## src/rtl/jogo_pkg.sv

```systemverilog
// Shared definitions for the parametrised memory game.
// - estado_t: FSM states; each enum value is the code shown on db_estado.
// - largura_cont(): width of a counter that runs 0..n-1. It is also used for
//   the sequence address and the play timer, and is never less than 1 bit.
// - largura_end() / largura_timer(): named wrappers for those two uses.
package jogo_pkg;

  typedef enum logic [3:0] {
    INICIAL     = 4'h0,
    PREPARA     = 4'h1,
    MOSTRA      = 4'h2,
    INTERVALO   = 4'h3,
    ESPERA      = 4'h4,
    REGISTRA    = 4'h5,
    COMPARA     = 4'h6,
    PROX_JOGADA = 4'h7,
    PROX_RODADA = 4'h8,
    GANHOU      = 4'hA,
    PERDEU      = 4'hE
  } estado_t;

  function automatic int largura_cont(input int n);
    return (n <= 2) ? 1 : $clog2(n);
  endfunction

  function automatic int largura_end(input int n_rodadas);
    return largura_cont(n_rodadas);
  endfunction

  function automatic int largura_timer(input int ciclos);
    return largura_cont(ciclos);
  endfunction

endpackage

```

## src/rtl/jogo_memoria_param_contador_m.sv

```systemverilog
// contador_m: a mod-M up counter.
// Ports:
//   clock, reset : clock and synchronous active-high reset
//   i_zera       : synchronous clear; it has priority over i_conta
//   i_conta      : count enable; the counter wraps from M-1 back to 0
//   o_valor      : current count
//   o_fim        : high while the count equals M-1
module contador_m
  import jogo_pkg::*;
#(
  parameter int M = 4,
  parameter int W = largura_cont(M)
) (
  input  logic         clock,
  input  logic         reset,
  input  logic         i_zera,
  input  logic         i_conta,
  output logic [W-1:0] o_valor,
  output logic         o_fim
);

  logic [W-1:0] r_valor;

  // NOTE: clocked state is written with non-blocking (<=) assignments so that
  // every flop samples values from before the edge, whatever the order in
  // which the blocks are evaluated.
  always_ff @(posedge clock) begin
    if (reset || i_zera) begin
      r_valor <= '0;
    end else if (i_conta) begin
      r_valor <= (r_valor == W'(M - 1)) ? '0 : r_valor + 1'b1;
    end
  end

  assign o_valor = r_valor;
  assign o_fim   = (r_valor == W'(M - 1));

endmodule

```

## src/rtl/jogo_memoria_param.sv

```systemverilog
// jogo_memoria_param: control unit and datapath of a Simon-style game that
// repeats a sequence. It supports N_CH buttons, N_RODADAS rounds, an LED
// playback before each round and a fast mode that halves the times.
// Ports:
//   clock, reset          : clock and synchronous active-high reset
//   iniciar               : start or restart (read in INICIAL/GANHOU/PERDEU)
//   modo                  : 0 normal, 1 fast; latched in PREPARA
//   chaves   [N_CH]       : player buttons (one-hot expected)
//   dado_mem [N_CH]       : external sequence memory data at endereco
//   endereco              : sequence memory address
//   leds     [N_CH]       : playback LEDs
//   rodada                : current round, 0-based
//   pronto/ganhou/perdeu  : game-over flags, held until restart
//   db_timeout            : the loss came from the play timer
//   db_estado[4]          : current state code
module jogo_memoria_param
  import jogo_pkg::*;
#(
  parameter int N_CH           = 4,
  parameter int N_RODADAS      = 16,
  parameter int TIMEOUT_CICLOS = 5000,
  parameter int MOSTRA_CICLOS  = 1000
) (
  input  logic                                clock,
  input  logic                                reset,
  input  logic                                iniciar,
  input  logic                                modo,
  input  logic [N_CH-1:0]                     chaves,
  input  logic [N_CH-1:0]                     dado_mem,
  output logic [largura_end(N_RODADAS)-1:0]   endereco,
  output logic [N_CH-1:0]                     leds,
  output logic [largura_end(N_RODADAS)-1:0]   rodada,
  output logic                                pronto,
  output logic                                ganhou,
  output logic                                perdeu,
  output logic                                db_timeout,
  output logic [3:0]                          db_estado
);

  localparam int AW             = largura_end(N_RODADAS);
  localparam int MW             = largura_cont(MOSTRA_CICLOS);
  localparam int TW             = largura_timer(TIMEOUT_CICLOS);
  localparam int MOSTRA_RAPIDO  = MOSTRA_CICLOS / 2;
  localparam int TIMEOUT_RAPIDO = TIMEOUT_CICLOS / 2;

  estado_t         r_estado, w_prox;
  logic            r_modo, r_chaves_ant;
  logic [N_CH-1:0] r_jogada;
  logic            r_pronto, r_ganhou, r_perdeu, r_timeout;

  logic            w_mostra_zera, w_mostra_conta, w_mostra_fim_n, w_mostra_fim;
  logic            w_timer_zera, w_timer_conta, w_timer_fim_n, w_timer_fim;
  logic            w_end_zera, w_end_conta, w_end_fim;
  logic            w_rod_zera, w_rod_conta, w_rod_fim;
  logic [MW-1:0]   w_mostra_q;
  logic [TW-1:0]   w_timer_q;
  logic [AW-1:0]   w_end_q, w_rod_q;

  contador_m #(.M(MOSTRA_CICLOS), .W(MW)) u_mostra (
    .clock(clock), .reset(reset), .i_zera(w_mostra_zera), .i_conta(w_mostra_conta),
    .o_valor(w_mostra_q), .o_fim(w_mostra_fim_n));

  contador_m #(.M(TIMEOUT_CICLOS), .W(TW)) u_timer (
    .clock(clock), .reset(reset), .i_zera(w_timer_zera), .i_conta(w_timer_conta),
    .o_valor(w_timer_q), .o_fim(w_timer_fim_n));

  contador_m #(.M(N_RODADAS), .W(AW)) u_endereco (
    .clock(clock), .reset(reset), .i_zera(w_end_zera), .i_conta(w_end_conta),
    .o_valor(w_end_q), .o_fim(w_end_fim));

  contador_m #(.M(N_RODADAS), .W(AW)) u_rodada (
    .clock(clock), .reset(reset), .i_zera(w_rod_zera), .i_conta(w_rod_conta),
    .o_valor(w_rod_q), .o_fim(w_rod_fim));

  // In fast mode the counters still wrap at the full modulus. The end of a
  // phase is then taken from the halved terminal value.
  assign w_mostra_fim = r_modo ? (w_mostra_q == MW'(MOSTRA_RAPIDO - 1)) : w_mostra_fim_n;
  assign w_timer_fim  = r_modo ? (w_timer_q == TW'(TIMEOUT_RAPIDO - 1)) : w_timer_fim_n;

  logic w_chaves_or, w_jogada, w_igual, w_acerto, w_ultima;
  assign w_chaves_or = |chaves;
  // A play is a 0->1 transition of the OR of the buttons. A button still held
  // when ESPERA is entered does not count as a play until it is released.
  assign w_jogada    = w_chaves_or && !r_chaves_ant;
  assign w_igual     = (w_end_q == w_rod_q);
  assign w_acerto    = (r_jogada == dado_mem);
  // When endereco == rodada, both counters sit at N_RODADAS-1 only in the last round.
  assign w_ultima    = w_end_fim && w_rod_fim;

  always_ff @(posedge clock) begin
    if (reset) r_estado <= INICIAL;
    else       r_estado <= w_prox;
  end

  // NOTE: every signal driven here gets a default before the case statement.
  // A path that leaves a signal unassigned would otherwise infer a latch.
  always_comb begin
    w_prox         = r_estado;
    leds           = '0;
    w_mostra_zera  = 1'b1;
    w_mostra_conta = 1'b0;
    w_timer_zera   = 1'b1;
    w_timer_conta  = 1'b0;
    w_end_zera     = 1'b0;
    w_end_conta    = 1'b0;
    w_rod_zera     = 1'b0;
    w_rod_conta    = 1'b0;
    case (r_estado)
      INICIAL: if (iniciar) w_prox = PREPARA;
      PREPARA: begin
        w_end_zera = 1'b1;
        w_rod_zera = 1'b1;
        w_prox     = MOSTRA;
      end
      MOSTRA: begin
        leds = dado_mem;
        if (w_mostra_fim) w_prox = INTERVALO;
        else begin w_mostra_zera = 1'b0; w_mostra_conta = 1'b1; end
      end
      INTERVALO: begin
        if (w_mostra_fim) begin
          if (w_igual) begin w_end_zera = 1'b1; w_prox = ESPERA; end
          else begin w_end_conta = 1'b1; w_prox = MOSTRA; end
        end else begin
          w_mostra_zera  = 1'b0;
          w_mostra_conta = 1'b1;
        end
      end
      ESPERA: begin
        w_timer_zera  = 1'b0;
        w_timer_conta = 1'b1;
        if (w_jogada)         w_prox = REGISTRA;
        else if (w_timer_fim) w_prox = PERDEU;
      end
      REGISTRA: w_prox = COMPARA;
      COMPARA: begin
        if (!w_acerto)     w_prox = PERDEU;
        else if (!w_igual) w_prox = PROX_JOGADA;
        else if (w_ultima) w_prox = GANHOU;
        else               w_prox = PROX_RODADA;
      end
      PROX_JOGADA: begin
        w_end_conta = 1'b1;
        w_prox      = ESPERA;
      end
      PROX_RODADA: begin
        w_rod_conta = 1'b1;
        w_end_zera  = 1'b1;
        w_prox      = MOSTRA;
      end
      GANHOU, PERDEU: if (iniciar) w_prox = PREPARA;
      default: w_prox = INICIAL;
    endcase
  end

  always_ff @(posedge clock) begin
    if (reset) begin
      r_modo       <= 1'b0;
      r_chaves_ant <= 1'b0;
      r_jogada     <= '0;
      r_pronto     <= 1'b0;
      r_ganhou     <= 1'b0;
      r_perdeu     <= 1'b0;
      r_timeout    <= 1'b0;
    end else begin
      r_chaves_ant <= w_chaves_or;
      if (r_estado == PREPARA) begin
        r_modo    <= modo;
        r_pronto  <= 1'b0;
        r_ganhou  <= 1'b0;
        r_perdeu  <= 1'b0;
        r_timeout <= 1'b0;
      end
      if (r_estado == REGISTRA) r_jogada <= chaves;
      if (w_prox == GANHOU) begin r_pronto <= 1'b1; r_ganhou <= 1'b1; end
      if (w_prox == PERDEU) begin r_pronto <= 1'b1; r_perdeu <= 1'b1; end
      if (r_estado == ESPERA && w_prox == PERDEU) r_timeout <= 1'b1;
    end
  end

  assign endereco   = w_end_q;
  assign rodada     = w_rod_q;
  assign pronto     = r_pronto;
  assign ganhou     = r_ganhou;
  assign perdeu     = r_perdeu;
  assign db_timeout = r_timeout;
  assign db_estado  = r_estado;

endmodule

```

## config.mk

```make
export PLATFORM = sky130hd
export DESIGN_NAME = jogo_memoria_param
export DESIGN_NICKNAME = d
export VERILOG_FILES = /design/src/rtl/jogo_pkg.sv /design/src/rtl/jogo_memoria_param_contador_m.sv /design/src/rtl/jogo_memoria_param.sv
export SDC_FILE = /design/constraint.sdc
export NUM_CORES = 1
export LEC_CHECK = 0
export CORE_MARGIN = 2
export CORE_UTILIZATION = 44
export DETAILED_ROUTE_END_ITERATION = 8
export HOLD_SLACK_MARGIN = 0.02
export PLACE_DENSITY = 0.65
export SETUP_SLACK_MARGIN = 0.4
export SYNTH_ARGS = -nofsm -noshare
export SYNTH_HDL_FRONTEND = slang
export SYNTH_SLANG_ARGS = --single-unit
```

## constraint.sdc

```tcl
create_clock -name clock -period 3.03 [get_ports clock]
set_clock_uncertainty 0.15 [all_clocks]
set_input_delay 0.303 -clock clock [delete_from_list [all_inputs] [get_ports clock]]
set_output_delay 0.303 -clock clock [all_outputs]
set_load 0.01 [all_outputs]
```

[Yosys cells after proc, flatten, opt, wreduce, memory -nomap -nowiden]
Cells that the tools add are included.
Widths: inputs -> output; s select.
Cells by class
  $add $sub $neg: 4
  equality and inequality tests: 20
  mux-type cells: 36
  reduce and logical (&&, ||, !) cells: 17
Operator list (number)
  $mux 4: 10
  $pmux 4 s8: 1
  $eq 4x4->1 const B: 7
  $mux 1: 19
  $eq 4x3->1 const B: 4
  $add 13x1->13 const B: 1
  $eq 13x12->1 const B: 1
  $eq 13x13->1 const B: 1
  $mux 13: 1
  $add 10x1->10 const B: 1
  $eq 10x10->1 const B: 1
  $eq 10x9->1 const B: 1
  $mux 10: 1
  $add 4x1->4 const B: 2
  $eq 4x2->1 const B: 2
  $eq 4x4->1: 2
  $reduce_bool 2->1: 3
  $eq 4x1->1 const B: 1
  $logic_not 4->1: 1
  $logic_or 1x1->1: 4
  $pmux 1 s2: 2
  $reduce_or 2->1: 2
  $reduce_or 4->1: 1
  $logic_and 1x1->1: 3
  5 further kinds: 5
Storage, ports and cells
  flip-flop bits (word level): 45
  output and inout bits: 20
  logic and storage cells: 89

[Logic depth before layout (Yosys ltp)]
Gate-level depths: netlist (run 1).
  depth after elaboration: 9
  mapped depth: 8

[Cells and area by module]
From an unflattened synthesis (run 1), not the netlist that was laid out.
Second synthesis, totals
  cells, all modules: 291
  area, all modules: 2518.7 sq um
By module, submodules not included
  jogo_memoria_param: times used 1, cells an instance 131, area an instance 1047.3 sq um, sequential area each 280.3 sq um
  contador_m (u_timer): times used 1, cells an instance 70, area an instance 613.1 sq um, sequential area each 260.2 sq um
  contador_m (u_mostra): times used 1, cells an instance 52, area an instance 498.0 sq um, sequential area each 200.2 sq um
  contador_m (u_endereco ...): times used 2, cells an instance 19, area an instance 180.2 sq um, sequential area each 80.1 sq um

[Worst setup path before layout (run 1)]
No wires, ideal clock.
  path type: flip-flop to flip-flop
  start point: reg r_estado[0] (netlist: db_estado[0])
  end point: reg r_ganhou (netlist: ganhou)
  setup time: 0.117 ns
  data arrival time: 1.811 ns
  required time: 2.763 ns
  path slack: 0.952 ns
  cell stages (with the launch flop): 8
  buffers on the path: 1
  clock period less this slack: 2.078 ns
  cell sequence: dfxtp_1 -> clkbuf_8 -> nor2_1 -> and3_1 -> or4_1 -> nor4_1 -> nor3_1 -> a22o_1
Between the ends
  word-level cells in the longest chain between the ends: 5
Ends and longest elaborated chain
  from (decl): line jogo_memoria_param.sv:46  | estado_t r_estado, w_prox;
  from (signal assigned): line jogo_memoria_param.sv:92  | else r_estado <= w_prox;
  $eq 4x4->1, or another cell as far along: line jogo_memoria_param.sv:108  | case (r_estado)
  $reduce_or 3->1 (no source line), or another cell as far along
  $pmux 4 s8: line jogo_memoria_param.sv:108
  $eq 4x4->1: line jogo_memoria_param.sv:175  | if (w_prox == GANHOU) begin r_pronto <= 1'b1; r_ganhou <= 1'b1; end
  $mux 1 or $reduce_bool 2->1 (tied branches)
  to (signal assigned): line jogo_memoria_param.sv:162  | r_ganhou <= 1'b0;
  to (signal assigned): line jogo_memoria_param.sv:170  | r_ganhou <= 1'b0;
  to (signal assigned): line jogo_memoria_param.sv:175
  to (decl): line jogo_memoria_param.sv:49  | logic r_pronto, r_ganhou, r_perdeu, r_timeout;
Several ways; a longest one is shown, not always the timed one.
A chain may end at the register's enable or synchronous reset.

[Worst setup path after layout (run 1)]
  start point: reg r_estado[0] (netlist: db_estado[0])
  end point: out leds[0]
Between the ends
  word-level cells in the longest chain between the ends: 2
Ends and longest elaborated chain
  $eq 4x2->1: line jogo_memoria_param.sv:108
  $mux 4: line jogo_memoria_param.sv:108
  to (decl): line jogo_memoria_param.sv:31  | output logic [N_CH-1:0] leds,
Every way passes these cells.

==> results.md, run 1 <==
• built — TritonCTS clock tree
• primary output — critical path endpoint category
• 97 — DRT iter0 DRCs
• 5110 µm² — core footprint
• 494 — fill count
• flip-flop — startpoint types
• dfxtp_1, nor2_1, xor2_1 — Area contributors post-synth
• 0.614 ns — Least-Margin Pin Slew
• reg -> out — path type of the worst setup path
• 0.65 ns — setup slack of the most critical reg-to-reg path
• 17.4% — total global routing track utilization
• 53.9% — final design utilization
• 0.000890 µW — leak pwr
• 2 — htree depth
• 6 — R2R depth
• 5860 µm² — die outline area
• 5 — number of buffers created by CTS
• 2.58 ns — Crit path required time
• 0 — Synth warnings
• 76.6 µm — Die Wd
• 287 — syn_nets
• 38.9% — proportion of netlist area held by the largest area contributor
• 0 — number of enable flip-flop cells after synthesis
• 19 — pin count of the biggest net entering global routing
• db_estado[0] — worst flop-to-flop path startpoint
• nor2_1, dfxtp_1, clkdlybuf4s50_1, nand2_1, a21oi_1 — most frequent cells in the layout
• 4.98% — share of cells above drive strength 1
• 47 — number of unique standard cell types used by synthesis
• 13.0 µm — final routed wire length divided by cell count
• 82.6% — final worst path period share
• 0 — post-CTS setup-driven buffer insertion count
• 0 — antenna violations before repair
• 45 — synthesis-stage register bit count
• 8.55 µm² — mean post-synth cell area
• 0 — Residual DRC
• 371 — number of standard cells in the layout, taps in and fillers out
• dfxtp_1 — most common flop cell mapped by yosys
• false — RSZ-0062 raised after global routing
• 5.11 — average vias per placed instance
• nor2_1 — most common library cell in the layout ignoring fill and taps
• 0.285 mV — Max rail drop VDD
• 4 — detailed-router iteration count before antenna repair
• 12 — largest fanout on the critical path
• u_timer.o_valor[0] — endpoint with the worst hold slack
• reg -> reg — Hold/Removal Path Class
• 2.50 ns — post-route minimum period
• 0 — Antenna diodes
• finished clean — result of the run
• 271 — cell count after synthesis
• 0.08 ns — Clk pin slew, worst setup/hold paths
• 2 — maximum root-to-sink buffer count
• 1,765 — via count of the first global-routing pass
• 59.0% — Rel. slew slack
• dfxtp_1 — cell type contributing the most total cell area after synthesis
• 0 — final hold viol count
• 8.30 mm — wire length of the first global-routing pass
• 317 — number of nets at the end of the flow
• u_timer.o_valor[0] — origin of the worst min-delay path
• 0 — Overflow after GRT
• 26 — std cell rows
• 0.399 GHz — Fmax
• 0 — DRT antenna net count
• 0 ns — Final TNS setup
• 385 nW/µm² — power per standard cell area
• 45 — # clock sinks
• 3.57 mm — half-perimeter wire length after detailed placement
• 31 — I/O Buffers
• 38.9% — sequential element share of the synthesized area
• ganhou — Crit Reg-Reg Endpoint
• 18.8% — Syn-to-layout area delta
• 1 — cell count of the worst hold path
• 0.29 ns — latest clock arrival within the worst-skew pair
• 0 — final setup violation count
• 0 — max-cap violations
• 0 — max-slew violation count
• 0% — Async S/R FF share, synth
• 76.6 µm — die boundary height
• 0.890 — final weighted congestion of routability-driven global placement
• 2320 µm² — synthesized area
• 2.05 ns — data arrival at the endpoint of the critical path
• 32 — I/O pin cnt
• 45.4% — initial cell density of the core
• 1,895 — via count
• clkbuf_8 — root buffer cell
• 364 — post-placement cell count
• 4.82 mm — final wirelength
==> routing by layer <==
| metal | global-route usage, % | wire, µm | part of all wire, % | vias up |
|---|---|---|---|---|
| li1 | - | - | - | 1002 |
| met1 | 24.1 | 2530 | 53 | 859 |
| met2 | 26.7 | 2080 | 43 | 29 |
| met3 | 3.91 | 156 | 3.2 | 5 |
| met4 | 6.18 | 52 | 1.1 | 0 |
| met5 | 0 | 0 | 0 | - |
==> registers in the layout, indices dropped and copies added, names as in the netlist <==
signal,cells
u_rodada.o_valor,4
db_estado,4
perdeu,1
r_chaves_ant,1
ganhou,1
r_modo,1
pronto,1
u_mostra.o_valor,10
r_jogada,4
u_endereco.o_valor,4
db_timeout,1
u_timer.o_valor,13
==> power by group <==
part | switching [µW] | internal, µW | leakage, µW
sequential | 11.3 | 596 | 0.000364
combinational | 38.5 | 38.8 | 0.000482
clock | 193 | 181 | 0.0000443
total | 242 | 816 | 0.000890
==> kinds of logic after synthesis <==
kind of cell	count (synthesis)	share of synthesized area, %
compound gates	33	9.88
xor+xnor	28	10.6
fa+ha+maj	4	2.16
buf+inv	15	3.51
flops	45	38.9
mux	5	2.16
simple gates	141	32.8
==> what timing repair did <==
action / in CTS / in global routing
setup endpoints to repair: 4 / 4
hold buffers: 0 / 0
resized for setup: 1 / 1
gates cloned: 0 / 0
==> through the flow <==
step	instance area, µm²	setup slack (ns)	hold WS (ns)	total power [µW]
after global routing	2750	0.402	0.305	1120
final	2750	0.526	0.293	1060
after detailed placement	2660	0.556	0.283	698
after global placement	2660	0.614	0.278	698
after floorplan	2320	0.952	0.263	663
after CTS	2750	0.505	0.296	1070
==> worst max-delay path: stages (launching register included) <==
cell,delay [ns]
dfxtp_1,0.46
nand2b_1,0.30
nor3_2,0.28
and2_1,0.18
clkdlybuf4s50_1,0.53
==> worst max path at each step <==
stage	startpoint	end	slack (ns)	cells after the start
final	db_estado[0]	leds[0]	0.53	4
after global routing	db_estado[0]	leds[0]	0.40	4
after CTS	db_estado[1]	leds[0]	0.51	4
after detailed placement	chaves[1]	ganhou	0.56	7
after global placement	chaves[1]	perdeu	0.61	7
after floorplan	db_estado[0]	ganhou	0.95	7
==> synthesized netlist by cell type (5+ instances only) <==
master    instances
and2_1            5
xnor2_1          13
mux2i_1           5
nor2_1           45
nand2b_1          5
o21ai_0           5
nand4_1          10
nand2_1          24
xor2_1           15
a21oi_1          16
nor3_1           12
inv_1             7
nand3_1           8
nor4_1            5
dfxtp_1          45
==> layout make-up <==
cell class	instances	area [µm²]	area share, %
Sequential cell	45	902	32.8
Multi-Input combinational cell	211	1340	48.7
Inverter	7	26.3	0.955
Timing Repair Buffer	31	310	11.3
Clock buffer	7	86.3	3.14
Tap cell	70	87.6	3.18
No activity file was read; power rests on OpenSTA's default activity.
==> run 2: changes to the inputs <==
==> constraint.sdc (replaced) <==
create_clock -name clock -period 2.5 [get_ports clock]
set_clock_uncertainty 0.15 [all_clocks]
set_input_delay 0.25 -clock clock [delete_from_list [all_inputs] [get_ports clock]]
set_output_delay 0.25 -clock clock [all_outputs]
set_load 0.01 [all_outputs]
==> run 2 against run 1 <==
Net effect:
- worst hold slack lost 0.024 ns
- via count up 11%
- clock power increased by 31%
- sequential power grew 20%
- worst setup slack worse by 0.15 ns
- largest cell class unchanged
==> results.md, run 2 (synthesis gave the netlist of run 1 again) <==
• finished clean — result of the run
• 5 — largest fanout on the critical path
• 62.8% — final design utilization
• clkdlybuf4s50_1 — crit path max-delay cell type
• 76.6 µm — die boundary height
• 350 — number of nets at the end of the flow
• 0.42 ns — setup slack of the most critical reg-to-reg path
• 32 — I/O pin cnt
• primary output — critical path endpoint category
• 1040 µW — internal cell power
• 18.6% — total global routing track utilization
• 5.19 — average vias per placed instance
• 36.3% — clock network power share
• 7 — R2R depth
• 54.0% — share of power burned in registers
• 0 — antenna violations before repair
• 2.10 ns — Crit path required time
• reg -> reg — Hold/Removal Path Class
• 13.4 µm — final routed wire length divided by cell count
• flip-flop — startpoint types
• 0 ns — Final TNS setup
• 0 — DRT antenna net count
• 1,960 — via count of the first global-routing pass
• 0.522 ns — Least-Margin Pin Slew
• 0.00112 µW — leak pwr
• 0 — max-cap violations
• perdeu — Crit Reg-Reg Endpoint
• clkbuf_8 — root buffer cell
• 5.44 mm — final wirelength
• 0.30 ns — latest clock arrival within the worst-skew pair
• u_mostra.o_valor[4] — worst flop-to-flop path startpoint
• 31 — I/O Buffers
• 5860 µm² — die outline area
• 422 nW/µm² — power per standard cell area
• true — RSZ-0062 raised after global routing
• 23.1% — switching fraction of total power
• buf_12, nand2b_4, nor3_4, and2_1, clkdlybuf4s50_1 — worst-path cell chain
• u_timer.o_valor[0] — origin of the worst min-delay path
• 38.4% — Syn-to-layout area delta
• 65.1% — Rel. slew slack
• 23.3% — share of cells above drive strength 1
• 0.0995 ns — pre-CTS WS
• 312 µW — Net Sw Power
• 449 — fill count
• 45 — # clock sinks
• 13 — max reg flops
• 14 — pin count of the biggest net entering global routing
• 5 — number of buffers created by CTS
• 0 — Overflow after GRT
• 45.4% — initial cell density of the core
• 2 — maximum root-to-sink buffer count
• 2.13 ns — post-route minimum period
• 0 — final setup violation count
• 3.69 mm — half-perimeter wire length after detailed placement
• 0.53 ns — peak per-stage delay on the critical path
• built — TritonCTS clock tree
• 0.373 ns — final setup margin
• db_estado[1] — launching element of the worst setup path
• 0 — Residual DRC
• 0.470 GHz — Fmax
• 0 — hold_buf cts
• 0.269 ns — post-route worst hold slack
• nor2_1 — most common library cell in the layout ignoring fill and taps
• 0.350 mV — Max rail drop VDD
• 5110 µm² — core footprint
• reg -> out — path type of the worst setup path
• 1.73 ns — data arrival at the endpoint of the critical path
• 2 — htree depth
• nor2_1, dfxtp_1, buf_4, clkdlybuf4s50_1, nand2_1 — most frequent cells in the layout
• 26 — std cell rows
• 76.6 µm — Die Wd
• 1500 µm² — Multi-input gate area
• 0 — max-slew violation count
• 0 — final hold viol count
• 155 — DRT iter0 DRCs
• 922 µm² — Storage cell area
• 0.779 — final weighted congestion of routability-driven global placement
• 0.09 ns — Clk pin slew, worst setup/hold paths
• 8.96 mm — wire length of the first global-routing pass
• leds[0] — destination of the critical timing path
• 4 — detailed-router iteration count before antenna repair
• 0 — Antenna diodes
• 85.1% — final worst path period share
• 2,101 — via count
• 9.7% — combinational share of power
run 2: cell count changes in the layout (fill, tap and decap cells not counted), sizes merged:
cell           previous run  this run
dlymetal6s2s              0         2
clkdlybuf4s50            31        28
dlygate4sd2               0         1
buf                       0        32
clkinv                    0         1
a211o                     1         2
run 2: worst min path at each step:
stage                         endpoint  slack (ns)  cells past startpoint
floorplan                       r_modo        0.24                      2
global placement    u_timer.o_valor[0]        0.28                      1
detailed placement  u_timer.o_valor[0]        0.29                      1
CTS                 u_timer.o_valor[0]        0.27                      1
global route        u_timer.o_valor[0]        0.29                      1
finish              u_timer.o_valor[0]        0.27                      1
run 2: per-layer routing:
| metal | track usage (%) | share of wire [%] | up-vias |
|---|---|---|---|
| met5 | 0 | 0 | - |
| met4 | 5.82 | 0.50 | 0 |
| met3 | 4.03 | 4.1 | 2 |
| met2 | 31.0 | 49 | 44 |
| met1 | 23.9 | 47 | 982 |
| li1 | - | - | 1073 |
run 2: final cells by class:
cell class / count / share of cell area [%]
clock buffers: 7 / 3.00
clock inverters: 1 / 0.156
inverters: 7 / 0.819
multi-input cells: 212 / 46.7
flip-flops and latches: 45 / 28.8
well taps: 70 / 2.73
repair buffers: 63 / 17.8
run 2: power groups by stage:
| stage | Clock (µW) | Sequential (µW) | Combinational, µW |
|---|---|---|---|
| after global routing | 538 | 731 | 143 |
| after detailed placement | 0 | 747 | 108 |
| after global placement | 0 | 747 | 109 |
| after CTS | 504 | 732 | 115 |
| final | 491 | 730 | 131 |
| after floorplan | 0 | 745 | 59.6 |
run 2: stage by stage:
step           area (µm²)  std cells  power, µW
2_1_floorplan        2320        271        804
3_3_place_gp         2730        373        856
3_5_place_dp         2730        373        856
4_1_cts              3030        395       1350
5_1_grt              3210        405       1410
6_report             3210        405       1350
run 2: timing repair:
item | in CTS | in global routing
setup endpoints to repair | 11 | 25
pin swaps | 11 | 12
gates resized for setup | 22 | 23
setup buffers | 14 | 9
cloned | 0 | 1
run 2: critical path: cells and delay by family, from the launching register on:
family | cells | cell delay (ns)
DFF | 1 | 0.37
buffers and inverters | 2 | 0.64
and+or+nand+nor | 3 | 0.43
